<file path="config.mk">
export PLATFORM = sky130hd
export DESIGN_NAME = temp_alarm_filter
export DESIGN_NICKNAME = d
export VERILOG_FILES = /design/src/rtl/temp_pkg.sv /design/src/rtl/temp_window_avg.sv /design/src/rtl/temp_alarm_filter.sv
export SDC_FILE = /design/constraint.sdc
export NUM_CORES = 1
export LEC_CHECK = 0
export CAP_MARGIN = 0
export CORE_ASPECT_RATIO = 1.75
export CORE_MARGIN = 2
export CORE_UTILIZATION = 48
export CTS_CLUSTER_SIZE = 30
export DETAILED_ROUTE_END_ITERATION = 10
export PLACE_DENSITY_LB_ADDON = 0.15
export SKIP_LAST_GASP = 1
export SYNTH_ARGS = -nofsm -noshare
export SYNTH_HDL_FRONTEND = slang
export SYNTH_SLANG_ARGS = --single-unit
</file>
<file path="constraint.sdc">
create_clock -name clk -period 8.4 [get_ports clk]
set_clock_uncertainty 0.15 [all_clocks]
set_input_delay 0.84 -clock clk [delete_from_list [all_inputs] [get_ports clk]]
set_output_delay 0.84 -clock clk [all_outputs]
set_load 0.02 [all_outputs]
</file>
<file path="src/rtl/temp_pkg.sv">
// Shared types and widths for the temperature alarm filter.
package temp_pkg;

  localparam int TEMP_W = 8;

  typedef enum logic [1:0] {
    NORMAL  = 2'd0,
    PEND_HI = 2'd1,
    ALARM   = 2'd2,
    PEND_LO = 2'd3
  } alarm_state_t;

endpackage

</file>
<file path="src/rtl/temp_window_avg.sv">
// Sliding-window moving average over the last 2^WIN_LOG2 temperature samples.
module temp_window_avg
  import temp_pkg::*;
#(
  parameter int WIN_LOG2 = 2
) (
  input  logic              clk,
  input  logic              reset,
  input  logic              sample_valid,
  input  logic [TEMP_W-1:0] temp,
  output logic [TEMP_W-1:0] avg,
  output logic              avg_valid
);

  localparam int DEPTH = 1 << WIN_LOG2;
  localparam int SUM_W = TEMP_W + WIN_LOG2;
  localparam logic [WIN_LOG2:0] FILL_FULL = (WIN_LOG2 + 1)'(DEPTH);

  logic [TEMP_W-1:0]   r_buf [DEPTH];
  logic [SUM_W-1:0]    r_sum;
  logic [WIN_LOG2-1:0] r_wr_ptr;
  logic [WIN_LOG2:0]   r_fill;
  logic [TEMP_W-1:0]   r_avg;
  logic                r_avg_valid;

  logic [SUM_W-1:0]    w_sum_next;
  logic [WIN_LOG2:0]   w_fill_next;
  logic                w_full_next;

  // The evicted entry is subtracted unconditionally; the sum never underflows
  // because it always contains that entry.
  always_comb begin
    w_sum_next  = r_sum + SUM_W'(temp) - SUM_W'(r_buf[r_wr_ptr]);
    w_fill_next = (r_fill == FILL_FULL) ? r_fill : r_fill + 1'b1;
    w_full_next = (w_fill_next == FILL_FULL);
  end

  always_ff @(posedge clk or negedge reset) begin
    if (!reset) begin
      // NOTE: the buffer is reset so the running sum stays equal to the sum of
      // its entries after a mid-stream reset.
      for (int i = 0; i < DEPTH; i++) r_buf[i] <= '0;
      r_sum       <= '0;
      r_wr_ptr    <= '0;
      r_fill      <= '0;
      r_avg       <= '0;
      r_avg_valid <= 1'b0;
    end else begin
      r_avg_valid <= 1'b0;
      if (sample_valid) begin
        r_sum           <= w_sum_next;
        r_buf[r_wr_ptr] <= temp;
        r_wr_ptr        <= r_wr_ptr + 1'b1;
        r_fill          <= w_fill_next;
        if (w_full_next) begin
          r_avg       <= w_sum_next[SUM_W-1:WIN_LOG2];
          r_avg_valid <= 1'b1;
        end
      end
    end
  end

  assign avg       = r_avg;
  assign avg_valid = r_avg_valid;

endmodule

</file>
<file path="src/rtl/temp_alarm_filter.sv">
// Moving-average temperature filter with a debounced hysteresis alarm FSM.
module temp_alarm_filter
  import temp_pkg::*;
#(
  parameter int WIN_LOG2 = 2,
  parameter int DEBOUNCE = 3
) (
  input  logic              clk,
  input  logic              reset,
  input  logic              sample_valid,
  input  logic [TEMP_W-1:0] temp,
  input  logic [TEMP_W-1:0] hi_thresh,
  input  logic [TEMP_W-1:0] lo_thresh,
  output logic [TEMP_W-1:0] avg,
  output logic              avg_valid,
  output alarm_state_t      state,
  output logic              alarm,
  output logic              alarm_irq
);

  localparam int DEB_W = $clog2(DEBOUNCE + 1);
  localparam logic [DEB_W-1:0] DEB_DONE = DEB_W'(DEBOUNCE);

  logic [TEMP_W-1:0] w_avg;
  logic              w_avg_valid;

  alarm_state_t      r_state, w_state_next;
  logic [DEB_W-1:0]  r_deb, w_deb_next;
  logic              r_irq, w_irq_next;
  logic [DEB_W-1:0]  w_deb_inc;
  logic              w_deb_hit;

  temp_window_avg #(
    .WIN_LOG2 (WIN_LOG2)
  ) u_window (
    .clk          (clk),
    .reset        (reset),
    .sample_valid (sample_valid),
    .temp         (temp),
    .avg          (w_avg),
    .avg_valid    (w_avg_valid)
  );

  // The counter is zero in NORMAL/ALARM, so DEBOUNCE=1 transitions directly.
  assign w_deb_inc = r_deb + 1'b1;
  assign w_deb_hit = (w_deb_inc == DEB_DONE);

  always_comb begin
    // NOTE: every output of this block is defaulted first so no latch is inferred.
    w_state_next = r_state;
    w_deb_next   = r_deb;
    w_irq_next   = 1'b0;
    if (w_avg_valid) begin
      unique case (r_state)
        NORMAL, PEND_HI: begin
          if (w_avg >= hi_thresh) begin
            if (w_deb_hit) begin
              w_state_next = ALARM;
              w_deb_next   = '0;
              w_irq_next   = 1'b1;
            end else begin
              w_state_next = PEND_HI;
              w_deb_next   = w_deb_inc;
            end
          end else begin
            w_state_next = NORMAL;
            w_deb_next   = '0;
          end
        end
        ALARM, PEND_LO: begin
          if (w_avg <= lo_thresh) begin
            if (w_deb_hit) begin
              w_state_next = NORMAL;
              w_deb_next   = '0;
            end else begin
              w_state_next = PEND_LO;
              w_deb_next   = w_deb_inc;
            end
          end else begin
            w_state_next = ALARM;
            w_deb_next   = '0;
          end
        end
        default: begin
          w_state_next = NORMAL;
          w_deb_next   = '0;
        end
      endcase
    end
  end

  always_ff @(posedge clk or negedge reset) begin
    if (!reset) begin
      r_state <= NORMAL;
      r_deb   <= '0;
      r_irq   <= 1'b0;
    end else begin
      r_state <= w_state_next;
      r_deb   <= w_deb_next;
      r_irq   <= w_irq_next;
    end
  end

  assign avg       = w_avg;
  assign avg_valid = w_avg_valid;
  assign state     = r_state;
  assign alarm     = (r_state == ALARM) || (r_state == PEND_LO);
  assign alarm_irq = r_irq;

endmodule
</file>
# ---- Word level (Yosys, flattened, before mapping)
# Index checks and enable logic that the tools add are counted.
dict set report word_totals {
  register_bits 61
  input_bits 27
  out_inout_bits 13
  elab_cells 56
}
dict set report op_classes {
  addsub 5
  order_cmp 4
  eq_ne 6
  mux 22
  bitwise_logic 1
  n_reduce_logical 6
}
# cell count
set ops {}
lappend ops {{bitwise mux 32 bit} 1}
lappend ops {{2-to-1 mux 8 bit} 3}
lappend ops {{binary-select mux 8 bit (select 2 bit)} 1}
lappend ops {{demux 8 bit (select 2 bit)} 1}
lappend ops {{2-to-1 mux 2 bit} 7}
lappend ops {{adder 10 x 8 -> 10 bit} 1}
lappend ops {{subtractor 10 x 8 -> 10 bit} 1}
lappend ops {{>= comparator 8 bit} 1}
lappend ops {{less-or-equal comparator 8 bit} 1}
lappend ops {{one-hot mux 2 bit (2 select lines)} 2}
lappend ops {{equality test 2 bit, second input constant} 3}
lappend ops {{equality test 3 bit, second input constant} 2}
lappend ops {{2-to-1 mux 1 bit} 6}
lappend ops {{adder 2 x 1 -> 2 bit, second input constant} 2}
lappend ops {{OR reduction 2 bit} 2}
lappend ops {{adder 3 x 1 -> 3 bit, second input constant} 1}
lappend ops {{>= comparator 3 bit, second input constant} 1}
lappend ops {{< comparator 3 x 1 -> 1 bit, second input constant} 1}
lappend ops {{2-to-1 mux 3 bit} 1}
lappend ops {{inverter 2 -> 3 bit} 1}
lappend ops {{equality test 2 x 1 -> 1 bit, second input constant} 1}
lappend ops {{logical NOT 2 bit} 1}
lappend ops {{AND reduction 2 bit} 1}
lappend ops {{logical AND 1 bit} 1}
lappend ops {{logical OR 1 bit} 1}

# ---- Logic depth before layout (Yosys ltp)
# Gate-level depths: netlist of run 1.
dict set report depth {
  depth_word 6
  depth_mapped 13
  ltp_nobuf 12
}

# ---- By module
# Synthesis of run 1 repeated with hierarchy kept, for this count alone.
dict set report hier_totals {
  hier_cells 379
  area_unflattened_um2 3734.8
}
# module instances cells_each area_per_inst_um2
set by_module_without_submodules {}
lappend by_module_without_submodules {temp_window_avg 1 301 3096.7}
lappend by_module_without_submodules {temp_alarm_filter 1 78 638.1}

# ---- Worst setup path before layout of run 1
# OpenSTA, ideal clock, no wires.
dict set report synth_path {
  path_type {register to register}
  start {register u_window.r_wr_ptr[0]}
  end {register u_window.r_avg[7] (netlist: u_window.avg[7])}
  setup_time_ns 0.125
  arrival_ns 3.232
  required_ns 8.125
  setup_slack_ns 4.893
  path_stages_with_launch 12
  path_cell_list {dfrtp_1 > buf_2 > mux4_2 > fa_1 > inv_1 > ha_1 > a21o_1 > a21oi_2 > or4b_1 > nand4_2 > xnor2_1 > mux2_4}
}
dict set report synth_via {
  elab_chain_cells 5
}
# element line
set synth_rtl {}
lappend synth_rtl {{from (decl)} temp_window_avg.sv:21} ;# logic [WIN_LOG2-1:0] r_wr_ptr;
lappend synth_rtl {{from (signal assigned)} temp_window_avg.sv:53} ;# r_wr_ptr <= r_wr_ptr + 1'b1;
lappend synth_rtl {{inverter 2 -> 3 bit (not written as such)} temp_window_avg.sv:33} ;# w_sum_next = r_sum + SUM_W'(temp) - SUM_W'(r_buf[r_wr_ptr]);
lappend synth_rtl {{binary-select mux 8 bit (select 2 bit)} temp_window_avg.sv:33}
lappend synth_rtl {{2-to-1 mux 8 bit (not written as such) (2 in a row)} temp_window_avg.sv:33}
lappend synth_rtl {{subtractor 10 x 8 -> 10 bit} temp_window_avg.sv:33}
lappend synth_rtl {{to (signal assigned)} temp_window_avg.sv:56} ;# r_avg <= w_sum_next[SUM_W-1:WIN_LOG2];
lappend synth_rtl {{to (decl)} temp_window_avg.sv:23} ;# logic [TEMP_W-1:0] r_avg;
# No other way between the ends. The select of a mux whose other input is x is not followed.
# A chain may end at the register's enable or synchronous reset.

# ---- Worst setup path after layout of run 1
# Ends and elaborated chain as after synthesis.

==> run metrics, run 1 <==
status finished clean; remaining antenna violation count 0; register area share after synthesis 42.3%; DP Worst Slack 4.52 ns; max frequency 264 MHz; post-DP HPWL 5320 µm; most frequent cell after synthesis dfrtp_1; antenna violations before repair 0; clock period minus final worst setup slack 3.78 ns; vias in the first global route 2656; drt drc 0; Final Slew Violations 0; Final setup viols 0; worst-margin pin slew 0.983 ns; nets 463; final sum of negative setup slack 0 ns; vias per cell 5.27; initial drt markers 92; Hold Crit Class reg2reg; Layout Area Growth over Synthesis 20.4%; mean area per synthesized cell 10.2 µm²; fin crit share 45.1%; ys async rst share 100%; cts hold-fix bufs 0; Worst setup EP type flip-flop; Core Box Area 0.00723 mm²; Initial Util 49.9%; largest area contributor in the netlist dfrtp_1; CTS tree built; layout cells sized above 1 11.0%; PortBufs 39; Main synth FF type dfrtp_1; Die ar. 0.00825 mm²; Die Y 119 µm; Root Buffer clkbuf_16; I/O Pins 40; Clk pin slew, worst setup/hold paths 0.05 ns; Rows 41; drt wl/cell 14.3 µm; most frequent cells after synthesis dfrtp_1, inv_1, nand2_1; Unique masters post-synth 38; Post-synth EDFFs 0; critical path class reg2reg; Syn Std Cell Area 0.00361 mm²; Placed Area 0.00407 mm²; largest net degree at the start of global routing 62; Max Cap Violations 0; TritonCTS Sinks 61; CP Launch Type flip-flop; Pre-antenna DRT Iters 4; gr usage total 18.6%; post-CTS sizing 0; Fin. Hold Viols 0; # diodes 0; unrepaired setup endpoints after global routing no; final wirelength 6970 µm; clk buf depth 2; area share of the largest cell type after synthesis 42.3%; Yosys reg bits 61; via count 2559; Slew headroom 34.2%; H-Tree Depth 3; Warnings, synthesis 0; setup ws final 4.62 ns; first-pass GRT wire length 12000 µm; Skew-Pair Late Insertion Delay 0.33 ns; Chip Width 69.5 µm; setup bufs post-CTS 0; Final Cell Area 0.00434 mm²; Routability Congestion 0.788; TritonCTS buffer count 9; top cells by area, synth dfrtp_1, ha_1, inv_1; Mapped Nets 422; Arr. time, crit path 3.84 ns; critical path peak fanout 12; GR Overflow Total 0; Post-Synthesis Cells 355; Final Util 60.1%; Critical Path RT 8.46 ns
-- flip-flops by register name (all words and copies together) (netlist names) --
| name | cells |
|---|---|
| u_window.r_buf | 32 |
| u_window.r_sum | 10 |
| u_window.avg | 8 |
| u_window.r_fill | 3 |
| alarm_irq | 1 |
| r_deb | 2 |
| u_window.avg_valid | 1 |
| u_window.r_wr_ptr | 2 |
| state | 2 |
-- final timing paths --
check,startpoint,to,slack [ns],cells past startpoint
worst max register to register,u_window.r_wr_ptr[0],u_window.avg[7],4.62,10
worst min-delay path,u_window.r_buf[29],u_window.r_buf[29],0.32,2
worst min register to register,u_window.r_buf[29],u_window.r_buf[29],0.32,2
min in group asynchronous,reset,r_deb[0],0.52,2
worst max-delay path,u_window.r_wr_ptr[0],u_window.avg[7],4.62,10
max in group asynchronous,reset,u_window.r_sum[8],7.06,2
-- critical path, cell delays in order (launching register included) --
cell and delay, ns:
dfrtp_1 0.75, mux4_2 0.60, fa_1 0.49, inv_1 0.04, ha_1 0.35, a21o_1 0.23, a21oi_2 0.17, or4b_1 0.46
nand4_2 0.10, xnor2_1 0.07, mux2_4 0.25
-- stage by stage --
step / cells / hold slack [ns]
5_1_grt: 486 / 0.348
3_5_place_dp: 471 / 0.319
6_report: 486 / 0.324
3_3_place_gp: 471 / 0.308
2_1_floorplan: 355 / 0.295
4_1_cts: 486 / 0.330
-- cell type report --
cell class                 instances  area (µm²)
fill                             624        2890
multi-input combinational        227        1830
sequential                        61        1530
timing repair buffer              40         393
clock buffer                      13         240
inverter                          57         214
tap                               86         108
clock inverter                     2        35.0
-- placed cells by master (no fill, tap or decap), drive strengths merged --
cell and count:
dfrtp 61, inv 57, nand2 44, o21ai 40, clkdlybuf4s50 38, ha 32
mux2 16, a21oi 13, clkbuf 13, nor2 11, mux4 8, fa 8
a21o 8, nor2b 6, nand3 6, xnor2 6, xor2 5, o32ai 3
nand4 3, o21a 2, a31oi 2, and2b 2, mux2i 2, nor3 2
nand2b 2, buf 2, o2111ai 1, a2111oi 1, o211ai 1, and2 1
or2 1, or4b 1, bufinv 1, clkinv 1
-- cells by family (layout without fill, tap and decap cells) --
group | after synthesis | after routing | synth area share (%)
adders and majority gates | 40 | 40 | 15.5
xor gates and xnor gates | 11 | 11 | 2.67
DFF | 61 | 61 | 42.3
buffers and inverters | 67 | 112 | 7.01
AOI/OAI and AO/OA | 71 | 71 | 11.3
muxes | 26 | 26 | 10.6
and+or+nand+nor | 79 | 79 | 10.5
-- per-layer routing --
layer	part of all wire (%)	vias up	track usage (%)
li1	-	1270	-
met1	40	1228	19.8
met2	55	51	34.7
met3	3.5	10	3.50
met4	1.9	0	8.58
met5	0	-	0
Power of run 1 is left out: the tool's default activity adds up to more than one toggle a clock period on the data nets, which glitch-free logic cannot reach.
==> inputs of run 2 (changes only) <==
==> constraint.sdc (replaced) <==
create_clock -name clk -period 3.8 [get_ports clk]
set_clock_uncertainty 0.15 [all_clocks]
set_input_delay 0.38 -clock clk [delete_from_list [all_inputs] [get_ports clk]]
set_output_delay 0.38 -clock clk [all_outputs]
set_load 0.02 [all_outputs]
==> run 2 against run 1 <==
Compared with the run above:
- non-clock buffer count increased by 4
- via count shrank 0.43%
- wire length down 0.37%
- die area stayed put
- register-to-register slack worse by 4.3 ns
- worst hold slack worse by 0.28 ns
- critical path depth unchanged
- global-route usage up 0.28 points
- first-iteration DRC count fell by 9.8%
- core utilization rose by 0.78 points
- final cell count increased by 0.62%
- worst setup slack got worse by 4.3 ns
- largest cell class unchanged
==> run metrics, run 2 (same netlist as run 1, synthesis figures left out) <==
Fin. Hold Viols 0 (unchanged); Worst setup EP type flip-flop; Final Cell Area 0.00440 mm² (+1.3%); clock period minus final worst setup slack 3.49 ns (-0.299 ns); worst r2r src u_window.r_wr_ptr[0]; # diodes 0 (unchanged); Setup crit end u_window.avg[7]; max FFs per register 32 (unchanged); PortBufs 39 (unchanged); critical path peak fanout 9 (-3); Worst R2R Setup Slack 0.31 ns (-4.30 ns); I/O Pins 40 (unchanged); setup bufs post-CTS 0 (unchanged); initial drt markers 83 (-9.8%); TritonCTS buffer count 9 (unchanged); status finished clean; nets 467 (+0.86%); largest net degree at the start of global routing 43 (-31%); remaining antenna violation count 0 (unchanged); TritonCTS Sinks 61 (unchanged); Critical Path RT 3.85 ns (-4.61 ns); Pre-antenna DRT Iters 4 (unchanged); Root Buffer clkbuf_16; vias in the first global route 2662 (+0.23%); drt wl/cell 14.2 µm (-0.98%); DP Worst Slack 0.130 ns (-4.39 ns); final sum of negative setup slack 0 ns (unchanged); layout cells sized above 1 12.7% (+1.7 points); drt drc 0 (unchanged); critical path class reg2reg; clk buf depth 2 (unchanged); Slew headroom 37.4% (+3.2 points); Core Box Area 0.00723 mm² (unchanged); Max Cap Violations 0 (unchanged); setup ws final 0.314 ns (-4.30 ns); Hold Crit Class in2async; first-pass GRT wire length 12100 µm (+1.0%); Final Slew Violations 0 (unchanged); vias per cell 5.21 (-1.0%); Register Area 0.00153 mm² (about the same); CTS tree built; max frequency 287 MHz (+8.6%); final wirelength 6950 µm (-0.37%); GR Overflow Total 0 (unchanged); Routability Congestion 0.810 (+2.8%); Chip Width 69.5 µm (unchanged); Placed Area 0.00410 mm² (+0.74%); Most flops, register u_window.r_buf; most frequent cells in the layout dfrtp_1, inv_1, nand2_1; crit path launch u_window.r_wr_ptr[0]; Skew-Pair Late Insertion Delay 0.33 ns (about the same); Initial Util 49.9% (unchanged); Layout Area Growth over Synthesis 22.0%; Rows 41 (unchanged); post-DP HPWL 5480 µm (+3.0%); Final setup viols 0 (unchanged); antenna violations before repair 0 (unchanged); Clk pin slew, worst setup/hold paths 0.05 ns (about the same); Final Util 60.8% (+0.78 points); fin crit share 91.7% (+47 points); Die ar. 0.00825 mm² (unchanged); worst-margin pin slew 0.938 ns (-0.0452 ns); FF-to-FF End u_window.avg[7]; Fillers 594 (-4.8%); number of cells on the worst reg-to-reg path 10 (unchanged); H-Tree Depth 3 (unchanged); via count 2548 (-0.43%); unrepaired setup endpoints after global routing no; Arr. time, crit path 3.54 ns (-0.30 ns); cts hold-fix bufs 0 (unchanged); multi-input logic area 0.00183 mm² (unchanged); gr usage total 18.9% (+0.28 points); Die Y 119 µm (unchanged); commonest non-fill, non-tap cell in the layout dfrtp_1; CP Launch Type flip-flop
[run 2: worst min path at each step]
stage / cells past startpoint / slack [ns] / end
4_1_cts: 1 / 0.08 / r_deb[0]
3_3_place_gp: 2 / 0.31 / u_window.r_buf[1]
3_5_place_dp: 2 / 0.32 / u_window.r_buf[14]
2_1_floorplan: 0 / -0.07 / alarm_irq
5_1_grt: 1 / 0.15 / r_deb[0]
6_report: 1 / 0.05 / r_deb[0]
[run 2: per-stage QoR]
step / instances / hold WS [ns]
3_5_place_dp: 475 / 0.317
2_1_floorplan: 355 / -0.0656
4_1_cts: 489 / 0.0783
6_report: 489 / 0.0480
5_1_grt: 489 / 0.145
3_3_place_gp: 475 / 0.309
[run 2: what timing repair did]
item | 4_1_cts | 5_1_grt
hold endpoints to repair | 0 | 0
resized for setup | 0 | 1
setup endpoints to repair | 0 | 3
[run 2: worst max-delay path, cell delays in order (launching register included)]
cell and delay (ns):
dfrtp_2 0.54, mux4_2 0.56, fa_1 0.50, inv_1 0.04
ha_1 0.30, a21o_1 0.21, a21oi_2 0.17, or4b_1 0.47
nand4_2 0.11, xnor2_1 0.07, mux2_4 0.25
[run 2: area by class of cell]
cell class | count | share of cell area (%)
multi-input cells | 227 | 41.5
inverters | 57 | 4.86
well taps | 86 | 2.45
clock inverters | 1 | 0.682
flip-flops and latches | 61 | 34.7
clock buffers | 13 | 6.14
repair buffers | 44 | 9.61
[run 2: metal layers]
layer	up-vias	share of wire (%)	GRT usage, %
met5	-	0	0
met4	0	3.5	10.5
met3	18	4.3	4.77
met2	59	54	33.7
met1	1206	38	19.9
li1	1265	-	-
Power of run 2 is left out for the same reason.
